===== config.mk =====
export PLATFORM = sky130hd
export DESIGN_NAME = inst_fetch_buf
export DESIGN_NICKNAME = d
export VERILOG_FILES = /design/src/rtl/inst_fetch_buf.sv
export SDC_FILE = /design/constraint.sdc
export NUM_CORES = 1
export LEC_CHECK = 0
export ABC_AREA = 1
export CAP_MARGIN = 0
export CORE_UTILIZATION = 35
export DETAILED_ROUTE_END_ITERATION = 8
export DONT_BUFFER_PORTS = 1
export GPL_ROUTABILITY_DRIVEN = 0
export PLACE_DENSITY = 0.58
export SLEW_MARGIN = 20
export SYNTH_ARGS = -nofsm -noshare
export SYNTH_HDL_FRONTEND = slang
export SYNTH_SLANG_ARGS = --single-unit

===== constraint.sdc =====
create_clock -name clk -period 10.3 [get_ports clk]
set_clock_uncertainty 0.2 [all_clocks]
set_input_delay 1.03 -clock clk [delete_from_list [all_inputs] [get_ports clk]]
set_output_delay 1.03 -clock clk [all_outputs]
set_load 0.05 [all_outputs]

===== src/rtl/inst_fetch_buf.sv =====
// inst_fetch_buf: sequential instruction prefetcher with a DEPTH-entry FIFO.
// One bus read outstanding at a time; a flush redirects fetch and discards
// buffered entries plus any response still in flight.
module inst_fetch_buf #(
    parameter int DEPTH = 4,
    parameter int LVL_W = $clog2(DEPTH) + 1
) (
    input  logic             clk,
    input  logic             rst_n,
    input  logic             fetch_en,
    input  logic             flush,
    input  logic [29:0]      flush_pc,
    output logic             inst_valid,
    input  logic             inst_ready,
    output logic [31:0]      inst,
    output logic [29:0]      inst_pc,
    output logic [LVL_W-1:0] fifo_level,
    output logic             i_read_req,
    output logic             i_read_w,
    output logic             i_read_hw,
    output logic [31:0]      i_read_adr,
    input  logic             i_read_valid,
    input  logic [31:0]      i_read_data
);

    localparam int PTR_W = $clog2(DEPTH);
    localparam logic [LVL_W-1:0] FULL_LVL = LVL_W'(DEPTH);

    typedef enum logic [1:0] {
        IDLE = 2'd0,
        REQ  = 2'd1,
        WAIT = 2'd2
    } state_t;

    state_t           state;
    logic [29:0]      fetch_pc;
    logic [29:0]      req_pc;
    logic             drop;

    logic [31:0]      mem_inst [DEPTH];
    logic [29:0]      mem_pc   [DEPTH];
    logic [PTR_W-1:0] rd_ptr;
    logic [PTR_W-1:0] wr_ptr;
    logic [LVL_W-1:0] count;

    logic             push;
    logic             pop;

    // A response is kept only if it belongs to the current fetch stream.
    assign push = (state == WAIT) && i_read_valid && !drop && !flush;
    assign pop  = inst_valid && inst_ready && !flush;

    // Fetch FSM: one request pulse, then wait for its data; flush retargets fetch_pc.
    always_ff @(posedge clk or negedge rst_n) begin
        if (!rst_n) begin
            state      <= IDLE;
            fetch_pc   <= '0;
            drop       <= 1'b0;
            i_read_req <= 1'b0;
        end else begin
            i_read_req <= 1'b0;
            case (state)
                IDLE: begin
                    if (flush) begin
                        fetch_pc <= flush_pc;
                    end else if (fetch_en && (count < FULL_LVL)) begin
                        state      <= REQ;
                        i_read_req <= 1'b1;
                    end
                end
                REQ: begin
                    // The request already went out, so its response must be absorbed.
                    state <= WAIT;
                    if (flush) begin
                        fetch_pc <= flush_pc;
                        drop     <= 1'b1;
                    end else begin
                        fetch_pc <= fetch_pc + 30'd1;
                    end
                end
                WAIT: begin
                    if (flush) begin
                        fetch_pc <= flush_pc;
                    end
                    if (i_read_valid) begin
                        // A response coinciding with flush is consumed here, not later.
                        state <= IDLE;
                        drop  <= 1'b0;
                    end else if (flush) begin
                        drop <= 1'b1;
                    end
                end
                default: begin
                    state <= IDLE;
                end
            endcase
        end
    end

    // Capture the address of the request being issued for tagging its response.
    always_ff @(posedge clk) begin
        if (state == REQ) begin
            req_pc <= fetch_pc;
        end
    end

    // FIFO bookkeeping: pointers and occupancy; flush empties the buffer.
    always_ff @(posedge clk or negedge rst_n) begin
        if (!rst_n) begin
            rd_ptr <= '0;
            wr_ptr <= '0;
            count  <= '0;
        end else if (flush) begin
            rd_ptr <= '0;
            wr_ptr <= '0;
            count  <= '0;
        end else begin
            if (push) begin
                wr_ptr <= wr_ptr + PTR_W'(1);
            end
            if (pop) begin
                rd_ptr <= rd_ptr + PTR_W'(1);
            end
            count <= count + LVL_W'(push) - LVL_W'(pop);
        end
    end

    // FIFO storage; contents only matter where count marks them valid.
    always_ff @(posedge clk) begin
        if (push) begin
            mem_inst[wr_ptr] <= i_read_data;
            mem_pc[wr_ptr]   <= req_pc;
        end
    end

    assign inst_valid = (count != '0);
    assign fifo_level = count;
    assign inst       = inst_valid ? mem_inst[rd_ptr] : 32'd0;
    assign inst_pc    = inst_valid ? mem_pc[rd_ptr]   : 30'd0;

    // In REQ fetch_pc still equals the address being requested.
    assign i_read_adr = {((state == WAIT) ? req_pc : fetch_pc), 2'b00};
    assign i_read_w   = 1'b1;
    assign i_read_hw  = 1'b0;

endmodule

# Word level (Yosys, flattened, before mapping)
# Memory sizes are Yosys's and may differ from the RTL's.
# Cells that the tools add are included.
word_totals:
  regBits: 71
  input_bits: 68
  out_inout_bits: 101
  n_memories: 2
  ramBits: 248
  wordCells: 62
classes:
  addsub: 5
  order_cmp: 1
  n_reduce_logical: 17
  mux: 23
  n_eq_ne: 6
memory_table:
  columns: ["memory", "depth", "word_bits", "rd", "rd_ports_with_merged_regs", "wr", "line", "source"]
  rows:
  - ["mem_inst", 4, 32, 1, 0, 1, "40", "logic [31:0] mem_inst [DEPTH];"]
  - ["mem_pc", 4, 30, 1, 0, 1, "41", "logic [29:0] mem_pc [DEPTH];"]
ops:
  columns: ["cell", "count"]
  rows:
  - ["$mux W30", 4]
  - ["$pmux W30 S2", 1]
  - ["$mux W32", 1]
  - ["$add A30 B1 Y30 const B", 1]
  - ["$mux W2", 7]
  - ["$reduce_bool A2 Y1", 4]
  - ["$mux W1", 7]
  - ["$logic_and A1 B1 Y1", 6]
  - ["$ne A2 B2 Y1 const B", 3]
  - ["$pmux W2 S3", 1]
  - ["$add A2 B1 Y2 const B", 2]
  - ["$add A3 B1 Y3", 1]
  - ["$lt A3 B3 Y1 const B", 1]
  - ["$mux W3", 1]
  - ["$reduce_and A3 Y1", 1]
  - ["$reduce_bool A3 Y1", 1]
  - ["$sub A3 B1 Y3", 1]
  - ["$eq A2 B1 Y1 const B", 1]
  - ["$eq A2 B2 Y1 const B", 1]
  - ["$logic_not A1 Y1", 2]
  - ["$logic_not A2 Y1", 1]
  - ["$ne A2 B1 Y1 const B", 1]
  - ["$pmux W1 S2", 1]
  - ["$reduce_and A2 Y1", 1]
  - ["$reduce_or A2 Y1", 1]

# Longest topological paths before layout
logic_depth:
  depth_word: 7
  depth_mapped: 13
  mapped_depth_nobuf: 12

# Worst setup path before layout
# Ideal clock, no wire load.
synth_path:
  path_type: "input to register"
  from: "input port flush"
  to: "memory mem_inst[0][0], enable pin"
  arrival_time_ps: 4005
  required_time_ps: 9618
  path_stages: 4
  setup_ps: 482
  path_buffers: 1
  setup_slack_ps: 5613
  cell_sequence: "buf_4 inv_1 nand2_1 nor2_1"
synth_between:
  elab_chain_cells: 4
synth_rtl:
  columns: ["item", "line", "source"]
  rows:
  - ["start: declaration", "11", "input logic flush,"]
  - ["$logic_not A1 Y1", "50", "assign push = (state == WAIT) && i_read_valid && !drop && !flush;"]
  - ["$logic_and A1 B1 Y1", "50", null]
  - ["$mux W1", "130", "if (push) begin"]
  - ["$mux W1 (not written as such)", "131", "mem_inst[wr_ptr] <= i_read_data;"]
  - ["end: declaration", "40", null]
# No other way between the ends.

# Worst setup path in the final report
layout_path:
  from: "register rd_ptr[0]"
  to: "output port inst[26]"
layout_between:
  elab_chain_cells: 2
layout_rtl:
  columns: ["item", "line", "source"]
  rows:
  - ["start: declaration", "42", "logic [PTR_W-1:0] rd_ptr;"]
  - ["start signal: assignment", "122", "rd_ptr <= rd_ptr + PTR_W'(1);"]
  - ["$mem_v2 Z4 W32", null, null]
  - ["$mux W32", "138", "assign inst = inst_valid ? mem_inst[rd_ptr] : 32'd0;"]
  - ["end: declaration", "15", "output logic [31:0] inst,"]
# No other way between the ends.

==> flow_summary.ini <==
[synthesis]
async_flop_share = 0.129
synth_simple_gate_area_share = 0.172
ys_seq_elements = 319
synthCells = 1313
syn_area_mm2 = 0.0139
synth.distinct_cells = 42
synth_xor_area_frac = 0.00189
synth_compound_area_frac = 0.0963
synth_top_family_by_area = simple AND/OR/NAND/NOR gates
yosysWarnings = 0
synthFlopType = edfxtp_1
synth_edf_count = 278
synth.area.mux_share = 0
synth_seq_area_share = 0.674
synthAdderAreaFrac = 0.0113
syn_area_per_cell_um2 = 10.6

[clock_network]
clock_latency_ns = 0.54
cts_tree = yes
cts-root-buf = clkbuf_16
clock_path_buffers = 3
clk_pin_slew_ns = 0.06
htreeDepth = 2
clock-sinks = 319
postCtsSetupBuffers = 0
cts_inserted_buffers = 37

[run]
cap_violations = 0

[critical_path]
critical_path_class = reg -> out
crit_chain = clkinv_2 -> buf_4 -> o21ai_0 -> a21oi_1
required_ns = 9.07
crit_buf_inv = 2
critPathArrivalTime_ns = 3.62
crit_fanout = 71
ff2ff_setup_slack_ns = 6.67
critPathMaxStageDelay_ns = 0.85
cp_top_family = buffers and inverters
slowest_stage = a21oi_1
cp-start-kind = flop
setup.worst_path.end_class = output pin

[layout]
seqCellArea_mm2 = 0.00938
fill_cells = 3755
drive_above_1_share = 0.107
final_nets = 1405
num_antenna_cells = 0
final_area_mm2 = 0.0159
stdcell_count = 1870
multi_input_area_mm2 = 0.00398
area_growth_pct = 14.0

[timing]
setup-tns-final_ns = 0
finalHoldViolCount = 0
worst_hold_slack_ns = 0.141
slew_violations = 0
rsz0062_at_grt = no
fin_crit_sh = 0.471
setup_viol = 0
slew_headroom = 0.202
tightest_slew_ns = 1.20
max_freq_ghz = 0.206
min_period_ns = 4.85

[drt]
wl_um = 34800
dr.first_iter.drc_count = 663
vias = 9245
viasPerCell = 4.94
detail_route.wl_per_cell_um = 18.6
ant_nets = 0
drtPass1Iterations = 5
route.detailed.drc = 0

[global_route]
grt_overflow_total = 0
grt_usage = 0.172
grt_pass1_wl_um = 53300
antenna_found_initial = 0
grt_max_degree = 72
grt_pass1_vias = 8834

[floorplanning]
die_x_um = 201
die-area_mm2 = 0.0406
io-pin-count = 169
start_util = 0.358
die_h_um = 201
coreArea_mm2 = 0.0389
fp-row-count = 72

[pwr]
finalPower_mw = 5.04
power.density_mw_per_mm2 = 317
peakVddDrop_mv = 0.191
p_leak_nw = 5.67

[placement]
io_buffers = 0
dpl_cell_area_mm2 = 0.0145
dp_hpwl_um = 21400
dp_cells = 1803

[hold_path]
hp-class = in -> async

[status]
status = complete, no violations
==> path summary, 6_finish.rpt <==
check,from,end,depth (start not counted)
setup / recovery,rd_ptr[0],inst[26],4
min in group clk,req_pc[21],mem_pc[2][21],0
hold reg to reg,req_pc[21],mem_pc[2][21],0
setup reg to reg,state[0],mem_pc[3][16],8
max in group asynchronous,rst_n,rd_ptr[0],1
hold / removal,rst_n,fetch_pc[24],1
==> timing repair <==
| item | in CTS | in global routing |
|---|---|---|
| hold buffers | 1 | 0 |
| endpoints found under the hold margin | 41 | 0 |
| resized for setup | 0 | 0 |
==> cell usage after synthesis (3+ instances only) <==
cell type  instances  area [um2]
a21oi_1           68         340
o21ai_0          166         831
nand2_1          178         668
dfrtp_1           41        1030
nand2_4            3        33.8
buf_2             17        85.1
inv_2              8        30.0
nor2_1           331        1240
buf_6              3        33.8
buf_4             18         135
inv_1             54         203
o22ai_1            7        43.8
nand3_1           35         175
nor2_4             8        90.1
edfxtp_1         278        8350
nand2_2            4        25.0
clkbuf_1          22        82.6
xor2_1             3        26.3
ha_1              11         138
buf_1              8        30.0
o21ai_1           16        80.1
nor2_2            10        62.6
==> stage by stage <==
step                       util  worst slack, ns
after floorplan               -             5.61
after global placement    0.374             6.00
after detailed placement  0.374             5.96
after CTS                 0.408             5.39
after global routing      0.408             5.18
final                     0.408             5.45
==> registers in the layout (all words and copies together), names as in the netlist <==
signal,cells
state,2
mem_inst,128
i_read_req,1
fetch_pc,30
fifo_level,3
drop,1
wr_ptr,2
rd_ptr,2
mem_pc,120
req_pc,30
==> metal layers <==
| layer | track usage | vias up | wire length (um) |
|---|---|---|---|
| met3 | 0.0617 | 42 | 3170 |
| met5 | 0 | - | 0 |
| li1 | - | 4485 | - |
| met1 | 0.230 | 4437 | 15400 |
| met4 | 0.0452 | 0 | 650 |
| met2 | 0.264 | 281 | 15600 |
==> report_power, final <==
part	leakage [nW]	internal (mW)	switching, mW
Sequential	3.01	1.61	0.222
Clock	0.624	0.876	0.511
Combinational	2.04	0.335	1.48
Total	5.67	2.82	2.21
==> worst register-to-register path: stages, from the launching register on <==
cell and delay (ns):
dfrtp_1 0.41, inv_1 0.14, ha_2 0.18, buf_4 0.55, nand2_1 0.12, nor2_1 0.19, nand2_1 0.30, nor2_4 0.39
buf_4 0.73
==> cells by family (layout without fill, tap and decap cells) <==
logic type      after synthesis  after routing
compound gates              262            262
xor+xnor                      3              3
fa+ha+maj                    12             12
simple gates                581            581
flops                       319            319
buf+inv                     134            171
other cells                   2              4
==> layout by cell type, fill, tap and decap left out, drive strengths merged <==
cell and n:
o21a 1, clkbuf 50, dfrtp 41, bufinv 7, nor2 350, nor3 3, a21oi 68, a31o 1
o211ai 1, nand3 36, nor4 1, o22ai 7, clkinv 8, nand2 185, or2 2, and3 1
edfxtp 278, a22oi 2, ha 11, fa 1, nand4 2, clkinvlp 1, buf 41, nand3b 1
o21ai 182, inv 64, conb 4, xor2 3
==> area by class of cell <==
type / instances / area share
Clock inverter: 16 / 0.0165
Tap cell: 518 / 0.0409
Timing Repair Buffer: 41 / 0.0207
Inverter: 64 / 0.0152
Multi-Input combinational cell: 862 / 0.251
Sequential cell: 319 / 0.591
Clock buffer: 50 / 0.0648
Power figures use the tool's default switching activity.
==> patch 1, RTL diff (same settings) <==
Put one more register stage on the output `fifo_level`, with the module's reset. The value now appears one clock later. The other outputs are not delayed to match.
--- a/src/rtl/inst_fetch_buf.sv
+++ b/src/rtl/inst_fetch_buf.sv
@@ -134,7 +134,13 @@
     end
 
     assign inst_valid = (count != '0);
-    assign fifo_level = count;
+    always_ff @(posedge clk or negedge rst_n) begin
+        if (!rst_n) begin
+            fifo_level <= '0;
+        end else begin
+            fifo_level <= count;
+        end
+    end
     assign inst       = inst_valid ? mem_inst[rd_ptr] : 32'd0;
     assign inst_pc    = inst_valid ? mem_pc[rd_ptr]   : 30'd0;
 
Formal check against the unedited RTL: not equivalent (a bounded check fails within 4 cycles, from zero or initial values and one cycle with rst_n low).
==> patch 1 against the unedited design <==
Worst hold slack got worse by 18 ps; largest power group unchanged; first-iteration DRC count fell by 8.7%; die area fell by 0.74%; worst setup slack improved by 68 ps; combinational power fell by 4%; register-to-register slack got worse by 50 ps; global-route usage fell by 0.077 points; final area fell by 2.0%; total power fell by 3.8%; area after synthesis fell by 0.75%; sequential cell count rose by 3; critical endpoint is now inst[18]; wire length fell by 1.6%; non-clock buffer count fell by 15.
==> patch 1: results (changes against the unedited design) <==
| Metric | Value |
|---|---|
| Placed Area | `14400 sq um (-1.2%)` |
| CP Max Fanout | `98 (+38%)` |
| Worst Path Arrival | `3550 ps (-70 ps)` |
| Layout non-clock buf frac | `0.0138 (-0.00682)` |
| Pin count of the biggest net entering global routing | `99 (+38%)` |
| Number of clock buffers in the layout | `47 (-6.0%)` |
| Relative slew margins | `0.216 (+0.0142)` |
| DRT met1 WL | `15200 um (-1.5%)` |
| Placed Instances | `1788 (-0.83%)` |
| Final core utilization | `0.400 (-0.00737)` |
| Netlist cell types | `31 (-26%)` |
| Vias | `9143 (-1.1%)` |
| Total Routing Usage GR | `0.171 (-0.000770)` |
| First-pass GRT wire length | `53100 um (-0.30%)` |
| Post-Place Worst Slack | `6020 ps (+60.1 ps)` |
| Status | `complete, no violations` |
| Cells after Synth | `1312 (-0.076%)` |
| Reg-to-Reg End | `count[2]` |
| DR pass1 iterations | `7 (+2)` |
| DRT iter0 DRCs | `605 (-8.7%)` |
| Non-clk invs | `61 (-4.7%)` |
| Slowest Stage Delay on Critical Path | `920 ps (+70 ps)` |
| Filler cells | `3703 (-1.4%)` |
| Met3 routed WL | `2690 um (-15%)` |
| Register area share after synthesis | `0.684 (+0.0105)` |
| Lkg Pwr | `5.51 nW (-2.8%)` |
| Synth top cells by count | `nor2_1, edfxtp_1, nand2_1` |
| CP top delay family | `compound AO/OA/AOI/OAI gates` |
| Met2 wire length | `15500 um (-0.13%)` |
| Post-synth ARST share | `0.137 (+0.00812)` |
| Num sequential | `322 (+0.94%)` |
| Vias in the first global route | `9083 (+2.8%)` |
| DP HPWL | `20600 um (-3.9%)` |
==> patch 1: cell count changes in the layout (fill, tap and decap cells not counted), sizes merged, moves of 3 or more <==
cell	delta
clkbuf	-3
o21ai	-4
or2	+5
dfrtp	+3
bufinv	-5
buf	-15
nand2	-5
a21oi	+8
==> patch 1: worst min path at each step <==
stage | start | endpoint | slack, ps
CTS | rst_n | fetch_pc[17] | 120
detailed placement | count[2] | fifo_level[2] | 230
floorplan | count[2] | fifo_level[2] | 210
global placement | count[2] | fifo_level[2] | 230
global route | rst_n | fetch_pc[7] | 110
finish | rst_n | fetch_pc[14] | 120
==> patch 1: what timing repair did <==
item                       in CTS  in global routing
setup endpoints to repair       0                  0
resized for setup               0                  0
buffers inserted                0                  0
hold endpoints to repair       44                  0
hold buffers                    1                  0
==> patch 1: per-layer routing <==
layer,track usage,vias to the layer above
met5,0,-
met4,0.0575,0
met3,0.0594,58
met2,0.268,260
met1,0.222,4369
li1,-,4456
==> patch 2, RTL diff (same flow settings) <==
Made on the original files. The parameter `DEPTH` goes from 4 to 2.
--- a/src/rtl/inst_fetch_buf.sv
+++ b/src/rtl/inst_fetch_buf.sv
@@ -2,7 +2,7 @@
 // One bus read outstanding at a time; a flush redirects fetch and discards
 // buffered entries plus any response still in flight.
 module inst_fetch_buf #(
-    parameter int DEPTH = 4,
+    parameter int DEPTH = 2,
     parameter int LVL_W = $clog2(DEPTH) + 1
 ) (
     input  logic             clk,
Ports: changed (resized fifo_level); port bits go from 169 to 168. No check against the original RTL was run, so the function may have changed too.
==> patch 2 against the unedited design <==
Combinational power decreased by 43%; worst hold slack got worse by 52 ps; worst setup slack improved by 600 ps; total power decreased by 43%; utilization decreased by 1.5 points; first-iteration DRC count decreased by 33%; sequential cell count decreased by 127; sequential share of layout area decreased by 0.78 points; synthesized cell count decreased by 33%; area after synthesis decreased by 38%; wire length decreased by 40%; final area decreased by 40%; largest power group unchanged.
==> patch 2: results (changes against the unedited design) <==
| Metric | Value |
|---|---|
| Status | `complete, no violations` |
| Drt total wl | `20900 um (-40%)` |
| Vias | `5808 (-37%)` |
| Slowest Stage Delay on Critical Path | `940 ps (+90 ps)` |
| Number of CTS-inserted buffers | `17 (-54%)` |
| Post-Place Worst Slack | `6260 ps (+296 ps)` |
| Vias in the first global route | `5456 (-38%)` |
| Share of layout cells above drive strength 1 | `0.0858 (-0.0207)` |
| Netlist cell types | `36 (-14%)` |
| Post-Synth XOR/XNOR Area | `0.00404 (+0.00215)` |
| CTS H-tree depth | `4 (+2)` |
| Worst Path Arrival | `3020 ps (-600 ps)` |
| Filler cells | `2361 (-37%)` |
| First-pass GRT wire length | `32200 um (-40%)` |
| Top post-synthesis cells by area | `edfxtp_1, nand2_1, dfrtp_1` |
| Total Routing Usage GR | `0.167 (-0.00469)` |
| Hold buffer count at CTS | `0 (-1)` |
| Worst-Skew Late Latency | `430 ps (-110 ps)` |
| Number of synthesized flops with an enable pin | `154 (-45%)` |
| Compound-Gate Fraction of Synth Area | `0.0856 (-0.0107)` |
| Max Buffers Root-to-Sink | `2 (-1)` |
| DP HPWL | `13800 um (-36%)` |
| Lkg Pwr | `3.56 nW (-37%)` |
| Layout Cells excl Fill | `1198 (-36%)` |
| Synth top cells by count | `nand2_1, edfxtp_1, a21oi_1` |
| Post-synthesis adder-cell area fraction | `0.0115 (+0.000202)` |
| Relative slew margins | `0.205 (+0.00246)` |
| Peak VDD IR | `105 uV (-45%)` |
| Placed Area | `8950 sq um (-38%)` |
-- patch 2: kinds of logic after synthesis --
logic type | Yosys count
DFF | 192
buffers and inverters | 102
adders and majority gates | 8
other | 2
AOI/OAI and AO/OA | 144
xor gates and xnor gates | 4
and+or+nand+nor | 423
-- patch 2: layout make-up --
class                   instances  share of cell area
clock buffers                  18              0.0449
well taps                     324              0.0424
clock inverters                14              0.0187
flip-flops and latches        192               0.583
repair buffers                  8             0.00628
multi-input cells             583               0.280
inverters                      59              0.0238
-- patch 2: worst paths after layout --
path | start | to | slack, ps | cells past startpoint
setup reg to reg | state[0] | mem_inst[0][0] | 6980 | 8
setup / recovery | rd_ptr | inst_pc[15] | 6050 | 4
hold / removal | rst_n | fetch_pc[1] | 90 | 0
max in group asynchronous | rst_n | rd_ptr | 9710 | 0
min in group clk | req_pc[11] | mem_pc[0][11] | 280 | 0
hold reg to reg | req_pc[11] | mem_pc[0][11] | 280 | 0
-- patch 2: layer usage --
metal | up-vias | track usage | wire length, um
li1 | 2878 | - | -
met1 | 2730 | 0.215 | 9120
met2 | 172 | 0.257 | 9630
met3 | 28 | 0.0643 | 1630
met4 | 0 | 0.0590 | 492
met5 | - | 0 | 0
-- patch 2: worst max-delay path, delay by kind of cell (launching register included) --
kind / cells / cell delay, ps
AOI/OAI and AO/OA: 1 / 940
buffers and inverters: 2 / 1080
DFF: 1 / 400
and+or+nand+nor: 1 / 100
-- patch 2: power breakdown --
part | internal, mW | switching [mW] | leakage (nW)
Combinational | 0.184 | 0.842 | 1.42
Sequential | 1.03 | 0.151 | 1.85
Clock | 0.387 | 0.294 | 0.294
Total | 1.60 | 1.29 | 3.56
